==> src/rtl/des_req_ctrl_if.sv <==
// Host-side job/result handshake bundle for des_req_ctrl.
// The master side (bus/register layer) issues jobs and consumes results;
// the slave side (the controller) accepts jobs and produces results.
interface des_req_ctrl_if;
    logic        job_valid;
    logic        job_ready;
    logic        job_mode;
    logic [63:0] job_data;
    logic [63:0] job_key;
    logic        res_valid;
    logic        res_ready;
    logic [63:0] res_data;
    logic        res_err;

    modport master (
        output job_valid,
        output job_mode,
        output job_data,
        output job_key,
        output res_ready,
        input  job_ready,
        input  res_valid,
        input  res_data,
        input  res_err
    );

    modport slave (
        input  job_valid,
        input  job_mode,
        input  job_data,
        input  job_key,
        input  res_ready,
        output job_ready,
        output res_valid,
        output res_data,
        output res_err
    );
endinterface

==> src/rtl/des_req_ctrl.sv <==
// des_req_ctrl: host-side initiator for des_core.
// Accepts one encrypt/decrypt job at a time, holds data/key stable towards the
// core, fires a single-cycle enable, waits for a rising edge on core_ready and
// returns the captured result. A watchdog ends the wait after TIMEOUT cycles
// and reports an error result instead. TIMEOUT is expected to be >= 20.
module des_req_ctrl #(
    parameter int unsigned TIMEOUT = 64,
    parameter int unsigned CNT_W   = 16
) (
    input  logic               clk,
    input  logic               rst,
    des_req_ctrl_if.slave      host,
    output logic               core_encipher_en,
    output logic               core_decipher_en,
    output logic [63:0]        core_data,
    output logic [63:0]        core_key,
    input  logic [63:0]        core_result,
    input  logic               core_ready,
    output logic               busy,
    output logic [CNT_W-1:0]   job_cnt
);

    // Timer only has to reach TIMEOUT-1 before the watchdog fires.
    localparam int unsigned       TMR_W    = (TIMEOUT > 1) ? $clog2(TIMEOUT) : 1;
    localparam logic [TMR_W-1:0]  TMR_LAST = TMR_W'(TIMEOUT - 1);

    typedef enum logic [1:0] {
        ST_IDLE  = 2'd0,
        ST_ISSUE = 2'd1,
        ST_WAIT  = 2'd2,
        ST_RESP  = 2'd3
    } state_t;

    state_t             state_r;
    logic               job_ready_r;
    logic               busy_r;
    logic               enc_en_r;
    logic               dec_en_r;
    logic [63:0]        core_data_r;
    logic [63:0]        core_key_r;
    logic               mode_q_r;
    logic [TMR_W-1:0]   timer_r;
    logic               res_valid_r;
    logic [63:0]        res_data_r;
    logic               res_err_r;
    logic [CNT_W-1:0]   job_cnt_r;
    logic               core_ready_q_r;

    logic               accept_s;
    logic               done_s;
    logic               timeout_s;

    // A job is taken only while the controller advertises ready (IDLE).
    assign accept_s  = host.job_valid & job_ready_r;
    // Completion is a fresh rising edge, so a level left high by an earlier
    // job (or raised during ISSUE) can never complete the current one.
    assign done_s    = core_ready & ~core_ready_q_r;
    assign timeout_s = (timer_r == TMR_LAST);

    assign host.job_ready   = job_ready_r;
    assign host.res_valid   = res_valid_r;
    assign host.res_data    = res_data_r;
    assign host.res_err     = res_err_r;
    assign core_encipher_en = enc_en_r;
    assign core_decipher_en = dec_en_r;
    assign core_data        = core_data_r;
    assign core_key         = core_key_r;
    assign busy             = busy_r;
    assign job_cnt          = job_cnt_r;

    // One-cycle delay of core_ready for rising-edge detection.
    always_ff @(posedge clk or posedge rst) begin
        if (rst) begin
            core_ready_q_r <= 1'b0;
        end else begin
            core_ready_q_r <= core_ready;
        end
    end

    // Request FSM with all outputs registered.
    always_ff @(posedge clk or posedge rst) begin
        if (rst) begin
            state_r     <= ST_IDLE;
            job_ready_r <= 1'b1;
            busy_r      <= 1'b0;
            enc_en_r    <= 1'b0;
            dec_en_r    <= 1'b0;
            core_data_r <= 64'd0;
            core_key_r  <= 64'd0;
            mode_q_r    <= 1'b0;
            timer_r     <= {TMR_W{1'b0}};
            res_valid_r <= 1'b0;
            res_data_r  <= 64'd0;
            res_err_r   <= 1'b0;
            job_cnt_r   <= {CNT_W{1'b0}};
        end else begin
            case (state_r)
                ST_IDLE: begin
                    if (accept_s) begin
                        core_data_r <= host.job_data;
                        core_key_r  <= host.job_key;
                        mode_q_r    <= host.job_mode;
                        // Enables are registered: loading them here makes the
                        // pulse coincide exactly with the ISSUE cycle. The
                        // mode used is the one latched into mode_q_r.
                        enc_en_r    <= ~host.job_mode;
                        dec_en_r    <= host.job_mode;
                        job_ready_r <= 1'b0;
                        busy_r      <= 1'b1;
                        state_r     <= ST_ISSUE;
                    end else begin
                        job_ready_r <= 1'b1;
                        busy_r      <= 1'b0;
                        enc_en_r    <= 1'b0;
                        dec_en_r    <= 1'b0;
                    end
                end

                ST_ISSUE: begin
                    enc_en_r <= 1'b0;
                    dec_en_r <= 1'b0;
                    timer_r  <= {TMR_W{1'b0}};
                    state_r  <= ST_WAIT;
                end

                ST_WAIT: begin
                    // done is tested first so a coincident timeout succeeds.
                    if (done_s) begin
                        res_data_r  <= core_result;
                        res_err_r   <= 1'b0;
                        res_valid_r <= 1'b1;
                        job_cnt_r   <= job_cnt_r + CNT_W'(1);
                        state_r     <= ST_RESP;
                    end else if (timeout_s) begin
                        res_data_r  <= 64'd0;
                        res_err_r   <= 1'b1;
                        res_valid_r <= 1'b1;
                        state_r     <= ST_RESP;
                    end else begin
                        timer_r <= timer_r + TMR_W'(1);
                    end
                end

                ST_RESP: begin
                    if (host.res_ready) begin
                        res_valid_r <= 1'b0;
                        job_ready_r <= 1'b1;
                        busy_r      <= 1'b0;
                        state_r     <= ST_IDLE;
                    end else begin
                        res_valid_r <= 1'b1;
                    end
                end

                default: begin
                    enc_en_r    <= 1'b0;
                    dec_en_r    <= 1'b0;
                    res_valid_r <= 1'b0;
                    job_ready_r <= 1'b1;
                    busy_r      <= 1'b0;
                    state_r     <= ST_IDLE;
                end
            endcase
        end
    end

endmodule
==> src/flat_wrapper.sv <==
// flat-port wrapper written by rule: the top's interface ports become plain ports
module des_req_ctrl_flat 
#(
    parameter int unsigned TIMEOUT = 64,
    parameter int unsigned CNT_W   = 16
)
  (clk, rst, core_encipher_en, core_decipher_en, core_data, core_key, core_result, core_ready, busy, job_cnt, host_job_valid, host_job_mode, host_job_data, host_job_key, host_res_ready, host_job_ready, host_res_valid, host_res_data, host_res_err);
  des_req_ctrl_if host_i ();
  input  logic clk;
  input  logic rst;
  output logic core_encipher_en;
  output logic core_decipher_en;
  output logic [63:0] core_data;
  output logic [63:0] core_key;
  input  logic [63:0] core_result;
  input  logic core_ready;
  output logic busy;
  output logic [CNT_W-1:0] job_cnt;
  input wire logic [$bits(host_i.job_valid)-1:0] host_job_valid;
  input wire logic [$bits(host_i.job_mode)-1:0] host_job_mode;
  input wire logic [$bits(host_i.job_data)-1:0] host_job_data;
  input wire logic [$bits(host_i.job_key)-1:0] host_job_key;
  input wire logic [$bits(host_i.res_ready)-1:0] host_res_ready;
  output wire logic [$bits(host_i.job_ready)-1:0] host_job_ready;
  output wire logic [$bits(host_i.res_valid)-1:0] host_res_valid;
  output wire logic [$bits(host_i.res_data)-1:0] host_res_data;
  output wire logic [$bits(host_i.res_err)-1:0] host_res_err;
  assign host_i.job_valid = host_job_valid;
  assign host_i.job_mode = host_job_mode;
  assign host_i.job_data = host_job_data;
  assign host_i.job_key = host_job_key;
  assign host_i.res_ready = host_res_ready;
  assign host_job_ready = host_i.job_ready;
  assign host_res_valid = host_i.res_valid;
  assign host_res_data = host_i.res_data;
  assign host_res_err = host_i.res_err;
  des_req_ctrl #(.TIMEOUT(TIMEOUT), .CNT_W(CNT_W)) u_core (.clk(clk), .rst(rst), .host(host_i), .core_encipher_en(core_encipher_en), .core_decipher_en(core_decipher_en), .core_data(core_data), .core_key(core_key), .core_result(core_result), .core_ready(core_ready), .busy(busy), .job_cnt(job_cnt));
endmodule
==> config.mk <==
export PLATFORM = sky130hd
export DESIGN_NAME = des_req_ctrl_flat
export DESIGN_NICKNAME = d
export VERILOG_FILES = /design/src/rtl/des_req_ctrl_if.sv /design/src/rtl/des_req_ctrl.sv /design/src/flat_wrapper.sv
export SDC_FILE = /design/constraint.sdc
export NUM_CORES = 1
export LEC_CHECK = 0
export ABC_CLOCK_PERIOD_IN_PS = 7900
export BUFFER_PORTS_ARGS = -buffer_cell sky130_fd_sc_hd__buf_4
export CORE_AREA = 5 5 156 158
export DETAILED_ROUTE_END_ITERATION = 6
export DIE_AREA = 0 0 161 163
export GPL_TIMING_DRIVEN = 0
export PLACE_DENSITY = 0.69
export RECOVER_POWER = 25
export SYNTH_ARGS = -nofsm -noshare
export SYNTH_HDL_FRONTEND = slang
export SYNTH_SLANG_ARGS = --single-unit
==> constraint.sdc <==
create_clock -name clk -period 7.9 [get_ports clk]
set_clock_uncertainty 0.2 [all_clocks]
set_input_delay 0.79 -clock clk [delete_from_list [all_inputs] [get_ports clk]]
set_output_delay 0.79 -clock clk [all_outputs]
set_load 0.01 [all_outputs]
==> metrics.md, run 1 <==
| Metric | Value |
|---|---|
| Final-layout worst hold slack | `0.249 ns` |
| Pin count of the biggest net entering global routing | `126` |
| R2r worst-path depth | `7` |
| Final cell area excluding filler cells | `0.0131 mm2` |
| Mean area per synthesized cell | `9.12 um2` |
| Standard cell with the maximum stage delay on the critical path | `clkinvlp_2` |
| Worst slew margin | `-198%` |
| Sum of negative setup slack | `0 ns` |
| Kind of cell adding the most delay to the critical path | `buffers and inverters` |
| Die extent in y | `163 um` |
| Category of the critical setup timing path | `primary input to async pin` |
| Setup Viol. Count Final | `0` |
| Max VDD drop | `0.216 mV` |
| Fraction of layout cells with a size suffix above 1 | `34.2%` |
| Highest-count cells in the layout ignoring fill and taps | `nand2_1 (524), buf_4 (410), dfrtp_1 (222), o21ai_0 (62)` |
| Outcome | `complete, but fails checks` |
| Source-to-sink clock delay at the later pin of the worst-skew pair | `0.50 ns` |
| Hold buffer count at CTS | `0` |
| Post-synthesis net count | `1169` |
| Die area | `0.0262 mm2` |
| Final cell count without fillers | `1711` |
| CTS clk-pin slew, worst paths | `0.06 ns` |
| GRT Total Usage | `21.4%` |
| Max stage delay on crit path | `2.46 ns` |
| Routed Wire Length | `29.4 mm` |
| Library cell used as clock root buffer | `clkbuf_16` |
| Launching point of the worst reg2reg path | `u_core.state_r[0]$_DFFE_PP0P_` |
| Count of H-tree levels built during CTS | `1` |
| Number of antenna violations at the first check in global routing | `2` |
| FMAX | `260 MHz` |
| Launch point of the critical path | `rst` |
| Endpoint, Worst Hold | `u_core.core_ready_q_r$_DFF_PP0_` |
| Post-cts repair resize count | `0` |
| Routability-driven placement congestion ratio | `0.845` |
| Slew at the pin with the worst max-slew slack | `4.44 ns` |
| Top-Level Pins | `412` |
| Cell taking the most area after synthesis | `dfrtp_1` |
| Starting density of the core | `38.3%` |
| WP data required | `7.52 ns` |
| Top post-synthesis cells by area | `dfrtp_1 (63%), nand2_1 (22%), o21ai_0 (3.5%), buf_2 (1.6%), xnor2_1 (1.0%)` |
| First-pass iteration count of the detailed router | `5` |
| Layout fillers | `2066` |
| Power per unit of standard cell area | `387 mW/mm2` |
| Utilization after layout | `57.0%` |
| Launch point of the worst hold path | `core_ready` |
| Reported leakage power | `0.00715 uW` |
| Commonest non-fill, non-tap cell in the layout | `nand2_1` |
| Violations in the final reports | `capacitance limit, slew limit` |
| Placeable core region | `0.0230 mm2` |
| Area growth from synthesis to layout | `49.0%` |
| Seq. cell area | `0.00558 mm2` |
| Post-synthesis instance area | `0.00880 mm2` |
| Final clock period utilization by the worst path | `48.6%` |
| Type of the worst min-delay path | `primary input to register` |
| Share of the synthesized area in the top cell type | `63.1%` |
| Cell chain of the critical path | `clkbuf_4, clkinvlp_2` |
| Worst path bufs/invs | `2` |
| Count of synthesis-stage warnings from yosys | `0` |
| Via Count | `8188` |
| Detailed Place HPWL | `22.6 mm` |
| First DRT Iteration DRCs | `519` |
| Depth of the worst hold-timing path | `1` |
| Number of distinct library cells after synthesis | `40` |
| Standard cell area after detailed placement | `0.0123 mm2` |
| Ant diodes | `0` |
| CTS tree | `done` |
| Buffer levels on the longest clock path | `3` |
| Highest fanout seen on the critical path | `99` |
| Cell total after placement | `1667` |
| Total CTS buffers | `24` |
| Multi-input gate area in the final layout | `0.00294 mm2` |
| Via count of the first global-routing pass | `8209` |
| Number of setup buffers added after CTS | `0` |
| Vias per std cell | `4.79` |
| Register bit count reported by yosys | `223` |
| Reg2Reg Setup Slack | `5.80 ns` |
| Arrival time at the worst endpoint | `3.46 ns` |
| Crit path time final | `3.84 ns` |
| Global route overflow | `0` |
| Number of core rows | `56` |
| Critical path startpoint category | `primary input` |
| Synth Instances | `965` |
| Critical Path End Type | `async pin` |
| Horizontal die dimension | `161 um` |
| Antenna Nets Post-Route | `0` |
| Final hold violations | `0` |
| Total DRC errors in the routed layout | `0` |
| Number of max-cap violations | `1` |
| Number of nets in the layout | `1607` |
| First-pass GRT wire length | `44.8 mm` |
| Unrepaired setup endpoints after global routing | `no` |
| Terminus of the critical flop-to-flop path | `u_core.host.res_data[18]$_DFFE_PP0P_` |
| Wire length per cell | `17.2 um` |
| Final Slew Violations | `99` |
| Fraction of the yosys area taken by sequential cells | `63.4%` |
| Count of port buffers added during placement | `411` |
| Total clock sinks | `223` |
stage by stage:
stage	setup WS [ns]	power, uW
global placement	-1.88	3880
detailed placement	5.64	3920
finish	4.06	5070
global route	3.30	5390
floorplan	0.806	2780
CTS	5.69	5120
logic make-up after synthesis:
group,count (synthesis),share of synthesized area [%]
AND/OR/NAND/NOR,567,25.2
adder cells (fa/ha/maj),6,0.853
multiplexers,1,0.114
buffers and inverters,63,3.21
flip-flops,223,63.4
XOR/XNOR,15,1.49
AO/OA/AOI/OAI,90,5.66
cell type report:
class / instances / area share (%)
timing repair buffer: 412 / 23.7
buffer: 54 / 1.89
multi-input combinational: 679 / 22.4
tap: 290 / 2.77
clock inverter: 13 / 1.13
clock buffer: 31 / 5.25
sequential: 223 / 42.6
inverter: 9 / 0.267
report_power, final:
| group | switching (uW) | leakage [uW] | internal [uW] |
|---|---|---|---|
| logic | 1050 | 0.00391 | 917 |
| clock network | 464 | 0.000422 | 715 |
| registers | 293 | 0.00282 | 1630 |
synthesized netlist by cell type, drive strengths merged:
library cell,count
a211oi,1
o41ai,1
a311oi,1
o2bb2ai,1
and4,4
buf,31
a31oi,1
nor2,9
o32a,1
clkbuf,23
and3,5
nand2b,1
nand3,7
xnor2,10
a41o,1
mux2i,1
and2,1
nor3,4
a21oi,8
nand2,524
and3b,1
a22oi,1
a21o,1
nor2b,3
inv,9
dfrtp,222
or4b,1
a41oi,1
o31a,1
xor2,5
o21ai,70
nand4,7
dfstp,1
a221oi,1
ha,6
worst max path at each step:
stage	end	depth (start not counted)
floorplan	u_core.busy$_DFFE_PP0P_	1
CTS	host_job_ready	1
finish	u_core.core_data[36]$_DFFE_PP0P_	2
detailed placement	u_core.host.res_data[43]$_DFFE_PP0P_	7
global placement	u_core.core_data[29]$_DFFE_PP0P_	2
global route	u_core.host.res_data[54]$_DFFE_PP0P_	2
per-layer routing:
metal	routed length (um)	part of all wire (%)	track usage, %	up-vias
met5	21	0.071	0	-
met4	763	2.6	5.93	4
met3	2950	10	7.42	51
met2	14400	49	36.8	355
met1	11200	38	25.6	3861
li1	-	-	-	3917
worst register-to-register path, stage by stage (launching register included):
cell,delay (ns)
dfrtp_1,0.42
inv_1,0.09
ha_1,0.21
inv_1,0.11
nor3_2,0.28
buf_2,0.29
buf_2,0.25
o21ai_0,0.13
registers in the layout (all words and copies together) (netlist names):
| signal | cells |
|---|---|
| u_core.host.res_data | 64 |
| u_core.core_data | 64 |
| u_core.host.job_ready | 1 |
| u_core.core_key | 64 |
| u_core.job_cnt | 16 |
| u_core.host.res_err | 1 |
| u_core.host.res_valid | 1 |
| u_core.core_decipher_en | 1 |
| u_core.core_ready_q_r | 1 |
| u_core.busy | 1 |
| u_core.timer_r | 6 |
| u_core.state_r | 2 |
| u_core.core_encipher_en | 1 |
Power figures use the tool's default switching activity.
==> run 2, diff against run 1 <==
ABC_CLOCK_PERIOD_IN_PS = 3800   (was 7900)
clock period = 3.8 ns   (was 7.9 ns; I/O delays follow)
==> run 2 against run 1 <==
Register-to-register slack got worse by 4.2 ns. Count of clock-buffer cells in the layout rose by 8. Worst setup slack got worse by 2.9 ns. Combinational power rose by 120%. Non-clock buffer count rose by 201. Sequential share of layout area fell by 5.6 points. Final cell count rose by 12%. The run now ends clean. Via count rose by 12%. Flip-flop and latch count did not move. Die area did not move. Largest power group unchanged. Total power rose by 110%.
==> metrics.md, run 2 (synthesis results as in run 1) <==
| Metric | Value |
|---|---|
| Routability-driven placement congestion ratio | `0.833 (-1.3%)` |
| Kind of cell adding the most delay to the critical path | `buffers and inverters` |
| Worst slew margin | `27.0% (+220 points)` |
| Max VDD drop | `0.462 mV (+110%)` |
| Source-to-sink clock delay at the later pin of the worst-skew pair | `0.52 ns (+0.02 ns)` |
| Number of antenna violations at the first check in global routing | `0 (-2)` |
| Fraction of layout cells with a size suffix above 1 | `30.0% (-4.2 points)` |
| Number of max-cap violations | `0 (-1)` |
| Count of H-tree levels built during CTS | `1 (unchanged)` |
| Vias per std cell | `4.80 (+0.26%)` |
| GRT Total Usage | `24.6% (+3.2 points)` |
| Final Slew Violations | `0 (-100%)` |
| Reported leakage power | `0.00797 uW (+11%)` |
| Via Count | `9183 (+12%)` |
| Critical path startpoint category | `primary input` |
| Number of setup buffers added after CTS | `0 (unchanged)` |
| Dominant cell type by count on the critical path | `buf_12` |
| Pin count of the biggest net entering global routing | `42 (-67%)` |
| Top-Level Pins | `412 (unchanged)` |
| Starting density of the core | `38.3% (unchanged)` |
| WP data required | `4.23 ns (-3.29 ns)` |
| Area growth from synthesis to layout | `71.4%` |
| Unrepaired setup endpoints after global routing | `no` |
| Commonest non-fill, non-tap cell in the layout | `nand2_1` |
| CTS clk-pin slew, worst paths | `0.06 ns (about the same)` |
| FMAX | `374 MHz` |
| Total DRC errors in the routed layout | `0 (unchanged)` |
| Final clock period utilization by the worst path | `70.4%` |
| Cell chain of the critical path | `dlygate4sd3_1, clkbuf_4, clkinvlp_2, buf_12, clkbuf_2, buf_12` |
| Crit path time final | `2.67 ns` |
| Total CTS buffers | `26 (+8.3%)` |
| Post-cts repair resize count | `0 (unchanged)` |
| Final hold violations | `0 (unchanged)` |
| Standard cell with the maximum stage delay on the critical path | `clkbuf_2` |
| Max stage delay on crit path | `0.81 ns (-1.65 ns)` |
| Wire length per cell | `17.3 um (+0.91%)` |
| Type of the worst min-delay path | `primary input to register` |
| Highest-count cells in the layout ignoring fill and taps | `nand2_1 (524), buf_4 (410), dfrtp_1 (222), dlygate4sd3_1 (196), o21ai_0 (62)` |
| Global route overflow | `0 (unchanged)` |
| Hold buffer count at CTS | `196 (+196)` |
| Critical Path End Type | `async pin` |
| Routed Wire Length | `33.2 mm (+13%)` |
| Library cell used as clock root buffer | `clkbuf_16` |
| Placeable core region | `0.0230 mm2 (unchanged)` |
| Power per unit of standard cell area | `711 mW/mm2 (+84%)` |
| Horizontal die dimension | `161 um (unchanged)` |
| First-pass GRT wire length | `51.9 mm (+16%)` |
| Arrival time at the worst endpoint | `3.11 ns (-0.35 ns)` |
| Number of core rows | `56 (unchanged)` |
| Antenna Nets Post-Route | `0 (unchanged)` |
| Highest fanout seen on the critical path | `39 (-61%)` |
| Die area | `0.0262 mm2 (unchanged)` |
| Number of nets in the layout | `1810 (+13%)` |
| Total clock sinks | `223 (unchanged)` |
| Outcome | `finished clean` |
| Sum of negative setup slack | `0 ns (unchanged)` |
| Buffer levels on the longest clock path | `3 (unchanged)` |
| First DRT Iteration DRCs | `555 (+6.9%)` |
| CTS tree | `done` |
| Count of port buffers added during placement | `411 (unchanged)` |
| Via count of the first global-routing pass | `9798 (+19%)` |
| Category of the critical setup timing path | `primary input to async pin` |
| Detailed Place HPWL | `22.5 mm (-0.38%)` |
| First-pass iteration count of the detailed router | `5 (unchanged)` |
| Die extent in y | `163 um (unchanged)` |
| Slew at the pin with the worst max-slew slack | `1.09 ns (-3.35 ns)` |
| Setup Viol. Count Final | `0 (unchanged)` |
| Overall power consumption | `10700 uW (+110%)` |
| Worst path bufs/invs | `6 (+4)` |
## run 2: cell count changes in the layout (fill, tap and decap cells not counted), moves of 3 or more
| cell | before | now |
|---|---|---|
| bufinv_16 | 3 | 0 |
| clkinv_2 | 8 | 4 |
| buf_12 | 0 | 3 |
| clkbuf_1 | 27 | 32 |
| dlygate4sd3_1 | 0 | 196 |
| clkbuf_2 | 0 | 3 |
## run 2: layout make-up
cell class / count / area [um2]
plain buffers: 54 / 249
flip-flops and latches: 223 / 5580
diodes: 1 / 2.50
fillers: 1722 / 7900
multi-input cells: 679 / 2940
inverters: 9 / 35.0
repair buffers: 613 / 5120
clock buffers: 39 / 761
well taps: 290 / 363
clock inverters: 6 / 38.8
## run 2: final timing paths
path	slack, ns	to	cells past startpoint	startpoint
worst max-delay path	1.13	u_core.host.job_ready$_DFFE_PP1P_	6	rst
max in group clk	1.65	u_core.core_data[14]$_DFFE_PP0P_	7	u_core.state_r[0]$_DFFE_PP0P_
worst min-delay path	0.10	u_core.state_r[1]$_DFFE_PP0P_	4	host_job_valid
worst max register to register	1.65	u_core.core_data[14]$_DFFE_PP0P_	7	u_core.state_r[0]$_DFFE_PP0P_
worst min register to register	0.27	u_core.core_key[45]$_DFFE_PP0P_	2	u_core.core_key[45]$_DFFE_PP0P_
min in group asynchronous	0.44	u_core.host.res_data[63]$_DFFE_PP0P_	3	rst
## run 2: per-stage QoR
step | setup slack, ns | instances | cell area [um2] | hold WS, ns | utilization [%]
4_1_cts | 1.59 | 1913 | 15100 | 0.0800 | 65.8
5_1_grt | 0.771 | 1913 | 15100 | 0.101 | 65.6
3_3_place_gp | -1.14 | 1666 | 12300 | 0.259 | 53.3
6_report | 1.13 | 1914 | 15100 | 0.103 | 65.6
3_5_place_dp | 1.61 | 1672 | 12400 | 0.257 | 53.8
2_1_floorplan | 0.311 | 965 | 8800 | 0.211 | -
## run 2: power by group
| group | total, uW | switching, uW | internal [uW] |
|---|---|---|---|
| clock | 2350 | 973 | 1380 |
| sequential | 3990 | 601 | 3390 |
| combinational | 4380 | 2330 | 2050 |
## run 2: worst register-to-register path, delay by kind of cell (launching register included)
family / cells / cell delay, ns
adder cells (fa/ha/maj): 1 / 0.27
buffers and inverters: 3 / 0.86
flip-flops: 1 / 0.40
AND/OR/NAND/NOR: 3 / 0.37
## run 2: metal layers
| layer | up-vias | track usage, % | wire, um |
|---|---|---|---|
| met2 | 409 | 44.4 | 17100 |
| met4 | 0 | 9.42 | 1260 |
| met1 | 4364 | 27.2 | 11800 |
| li1 | 4324 | - | - |
| met3 | 86 | 7.54 | 3040 |
| met5 | - | 0 | 0 |
==> run 3, diff against run 2 <==
ABC_AREA = 1   (was not set)
ABC_CLOCK_PERIOD_IN_PS = 2280   (was 3800)
PLACE_DENSITY = 0.72   (was 0.69)
clock period = 2.28 ns   (was 3.8 ns; I/O delays follow)
==> run 3 against run 2 <==
Clock power rose by 69%. Non-clock buffer count fell by 23. Total power rose by 63%. Sequential share of layout area rose by 1.2 points. Sequential power rose by 73%. Largest power group is now sequential cells.
==> metrics.md, run 3 <==
| Metric | Value |
|---|---|
| Post-synthesis net count | `946 (-19%)` |
| Highest-count cells in the layout ignoring fill and taps | `buf_4 (255), nand2_1 (252), dfrtp_1 (222), dlygate4sd3_1 (198), clkbuf_1 (172)` |
| Die extent in y | `163 um (unchanged)` |
| Area growth from synthesis to layout | `65.1%` |
| Total DRC errors in the routed layout | `0 (unchanged)` |
| First-pass GRT wire length | `49.1 mm (-5.3%)` |
| Via Count | `7996 (-13%)` |
| CTS clk-pin slew, worst paths | `0.06 ns (about the same)` |
| Highest fanout seen on the critical path | `10 (-74%)` |
| Internal cell power | `11100 uW (+64%)` |
| Cell total after placement | `1449 (-13%)` |
| Critical Path End Type | `register` |
| Standard cell with the maximum stage delay on the critical path | `dfrtp_1` |
| Global route overflow | `0 (unchanged)` |
| Worst slew margin | `67.7% (+41 points)` |
| Part of the power in the clock network | `22.7% (+0.8 points)` |
| Critical path startpoint category | `register` |
| Max VDD drop | `0.642 mV (+39%)` |
| Source-to-sink clock delay at the later pin of the worst-skew pair | `0.51 ns (about the same)` |
| Setup Viol. Count Final | `0 (unchanged)` |
| Top_reg_cell synth | `dfrtp_1` |
| Net switching power figure | `6350 uW (+62%)` |
| Final Slew Violations | `0 (unchanged)` |
| Routed Wire Length | `32.3 mm (-2.8%)` |
| Worst path bufs/invs | `5 (-1)` |
| Total clock sinks | `223 (unchanged)` |
| Cell chain of the critical path | `inv_1, ha_1, buf_4, nand3_4, inv_2, buf_2, buf_4, nand2_1, nand2_1` |
| Top-Level Pins | `412 (unchanged)` |
| Library cell used as clock root buffer | `clkbuf_16` |
| Outcome | `finished clean` |
| Die area | `0.0262 mm2 (unchanged)` |
| Vias per std cell | `4.71 (-1.7%)` |
| Number of max-cap violations | `0 (unchanged)` |
| Unrepaired setup endpoints after global routing | `no` |
| Commonest non-fill, non-tap cell in the layout | `buf_4` |
| Layout fillers | `1748 (+1.5%)` |
| Final hold violations | `0 (unchanged)` |
| Count of H-tree levels built during CTS | `1 (unchanged)` |
| Final cell count without fillers | `1696 (-11%)` |
| Number of distinct library cells after synthesis | `32 (-20%)` |
| Type of the worst min-delay path | `register to register` |
| Share of the synthesized area in the top cell type | `62.7% (-0.39 points)` |
| Utilization after layout | `63.6% (-2.0 points)` |
| Count of flip-flops with a built-in enable after synthesis | `0 (unchanged)` |
| Wire length per cell | `19.0 um (+9.7%)` |
| Antenna Nets Post-Route | `0 (unchanged)` |
| Number of setup buffers added after CTS | `0 (unchanged)` |
| Arrival time at the worst endpoint | `2.29 ns (-0.82 ns)` |
| Mean area per synthesized cell | `11.9 um2 (+31%)` |
| Number of core rows | `56 (unchanged)` |
| Starting density of the core | `38.5% (+0.24 points)` |
| Count of port buffers added during placement | `411 (unchanged)` |
| Cell taking the most area after synthesis | `dfrtp_1` |
| Sequential fraction of design power | `39.4% (+2.2 points)` |
| Synth Instances | `742 (-23%)` |
| CTS tree | `done` |
| Power per unit of standard cell area | `1200 mW/mm2 (+68%)` |
| Kind of cell adding the most delay to the critical path | `buffers and inverters` |
| Max stage delay on crit path | `0.41 ns (-0.40 ns)` |
| First DRT Iteration DRCs | `406 (-27%)` |
| Final clock period utilization by the worst path | `90.3%` |
| WP data required | `2.51 ns (-1.72 ns)` |
| Crit path time final | `2.06 ns` |
| Sw frac | `36.3% (-0.16 points)` |
| Register bit count reported by yosys | `223 (unchanged)` |
| Logic gate share of total power | `37.9% (-2.9 points)` |
| Reported leakage power | `0.00708 uW (-11%)` |
| Horizontal die dimension | `161 um (unchanged)` |
| Count of synthesis-stage warnings from yosys | `0 (unchanged)` |
| Routability-driven placement congestion ratio | `0.807 (-3.2%)` |
| Post-synthesis instance area | `0.00885 mm2 (+0.63%)` |
| Fraction of layout cells with a size suffix above 1 | `27.3% (-2.7 points)` |
| GRT Total Usage | `23.8% (-0.80 points)` |
| FMAX | `486 MHz` |
| Ranking of synthesized cells by instance count | `nand2_1 (252), dfrtp_1 (222), mux2_1 (76)` |
| Number of antenna violations at the first check in global routing | `6 (+6)` |
| Top post-synthesis cells by area | `dfrtp_1 (63%), nand2_1 (11%), mux2_1 (9.7%), mux2_2 (6.6%), buf_6 (1.9%)` |
| Detailed Place HPWL | `21.3 mm (-5.4%)` |
| Most frequently used cell type in the post-synthesis netlist | `nand2_1` |
| First-pass iteration count of the detailed router | `5 (unchanged)` |
| Post-cts repair resize count | `0 (unchanged)` |
| Share of flip-flops with an asynchronous set or reset after synthesis | `100% (unchanged)` |
| Total CTS buffers | `25 (-3.8%)` |
| Via count of the first global-routing pass | `8792 (-10%)` |
| Pin count of the biggest net entering global routing | `42 (unchanged)` |
| Buffer levels on the longest clock path | `3 (unchanged)` |
| Category of the critical setup timing path | `register to register` |
| Placeable core region | `0.0230 mm2 (unchanged)` |
| Fraction of the yosys area taken by sequential cells | `63.0% (-0.39 points)` |
| Number of nets in the layout | `1588 (-12%)` |
| Sum of negative setup slack | `0 ns (unchanged)` |
| Slew at the pin with the worst max-slew slack | `0.484 ns (-0.605 ns)` |
| Overall power consumption | `17500 uW (+63%)` |
run 3: changes by cell type after synthesis, sizes merged, moves of 5 or more:
| cell | change |
|---|---|
| nand2 | -271 |
| a21oi | -7 |
| o21ai | -65 |
| nor2 | +10 |
| clkbuf | -21 |
| mux2 | +128 |
| inv | +25 |
| nand3 | +8 |
| xnor2 | -5 |
run 3: final timing paths:
check	startpoint	end	slack (ns)	depth (start not counted)
setup reg to reg	u_core.state_r[0]$_DFFE_PP0P_	u_core.host.res_data[30]$_DFFE_PP0P_	0.22	9
max in group asynchronous	rst	u_core.core_key[22]$_DFFE_PP0P_	0.23	7
setup / recovery	u_core.state_r[0]$_DFFE_PP0P_	u_core.host.res_data[30]$_DFFE_PP0P_	0.22	9
hold / removal	u_core.host.res_data[2]$_DFFE_PP0P_	u_core.host.res_data[2]$_DFFE_PP0P_	0.26	2
min in group asynchronous	rst	u_core.host.res_data[19]$_DFFE_PP0P_	0.66	4
hold reg to reg	u_core.host.res_data[2]$_DFFE_PP0P_	u_core.host.res_data[2]$_DFFE_PP0P_	0.26	2
run 3: final cells by class:
class | instances | area, um2 | area share [%]
Antenna cell | 5 | 12.5 | 0.0856
Buffer | 29 | 249 | 1.70
Clock buffer | 40 | 732 | 5.01
Clock inverter | 4 | 70.1 | 0.479
Inverter | 34 | 131 | 0.898
Multi-Input combinational cell | 456 | 2900 | 19.8
Sequential cell | 223 | 5580 | 38.2
Tap cell | 290 | 363 | 2.48
Timing Repair Buffer | 615 | 4590 | 31.4
run 3: timing repair:
action / 4_1_cts / 5_1_grt
hold endpoints to repair: 347 / 0
hold buffers: 198 / 0
endpoints found under the setup margin: 0 / 0
run 3: per-layer routing:
metal	GRT usage (%)	part of all wire, %	vias to the layer above
met1	25.2	35	3838
met2	42.5	52	391
li1	-	-	3682
met3	8.88	9.5	83
met5	0	0.022	-
met4	10.1	3.9	2
run 3: cells by family after synthesis:
| group | count (synthesis) | share of synthesized area, % |
|---|---|---|
| XOR/XNOR | 12 | 1.19 |
| flip-flops | 223 | 63.0 |
| AND/OR/NAND/NOR | 299 | 13.6 |
| AO/OA/AOI/OAI | 11 | 0.791 |
| multiplexers | 128 | 16.3 |
| buffers and inverters | 63 | 4.25 |
| adder cells (fa/ha/maj) | 6 | 0.848 |
run 3: through the flow:
step                      hold WS, ns  worst slack [ns]  cell area (um2)
final                           0.263             0.222            14600
after global routing            0.270             0.102            14600
after CTS                       0.225             0.255            15200
after detailed placement      -0.0266             0.264            12400
after global placement          0.175             -2.53            12300
after floorplan                0.0594             -1.06             8860
run 3: power groups by stage:
| stage | logic, uW | registers [uW] | clock network [uW] |
|---|---|---|---|
| final | 6620 | 6890 | 3980 |
| after global routing | 7190 | 7090 | 4230 |
| after CTS | 7600 | 6800 | 4060 |
| after detailed placement | 7310 | 6840 | 0 |
| after global placement | 7160 | 6750 | 0 |
| after floorplan | 2460 | 7570 | 0 |
run 3: worst min-delay path, stage by stage (launching register included):
cell and delay, ns:
dfrtp_1 0.34, nand2_1 0.05, nand2_1 0.04
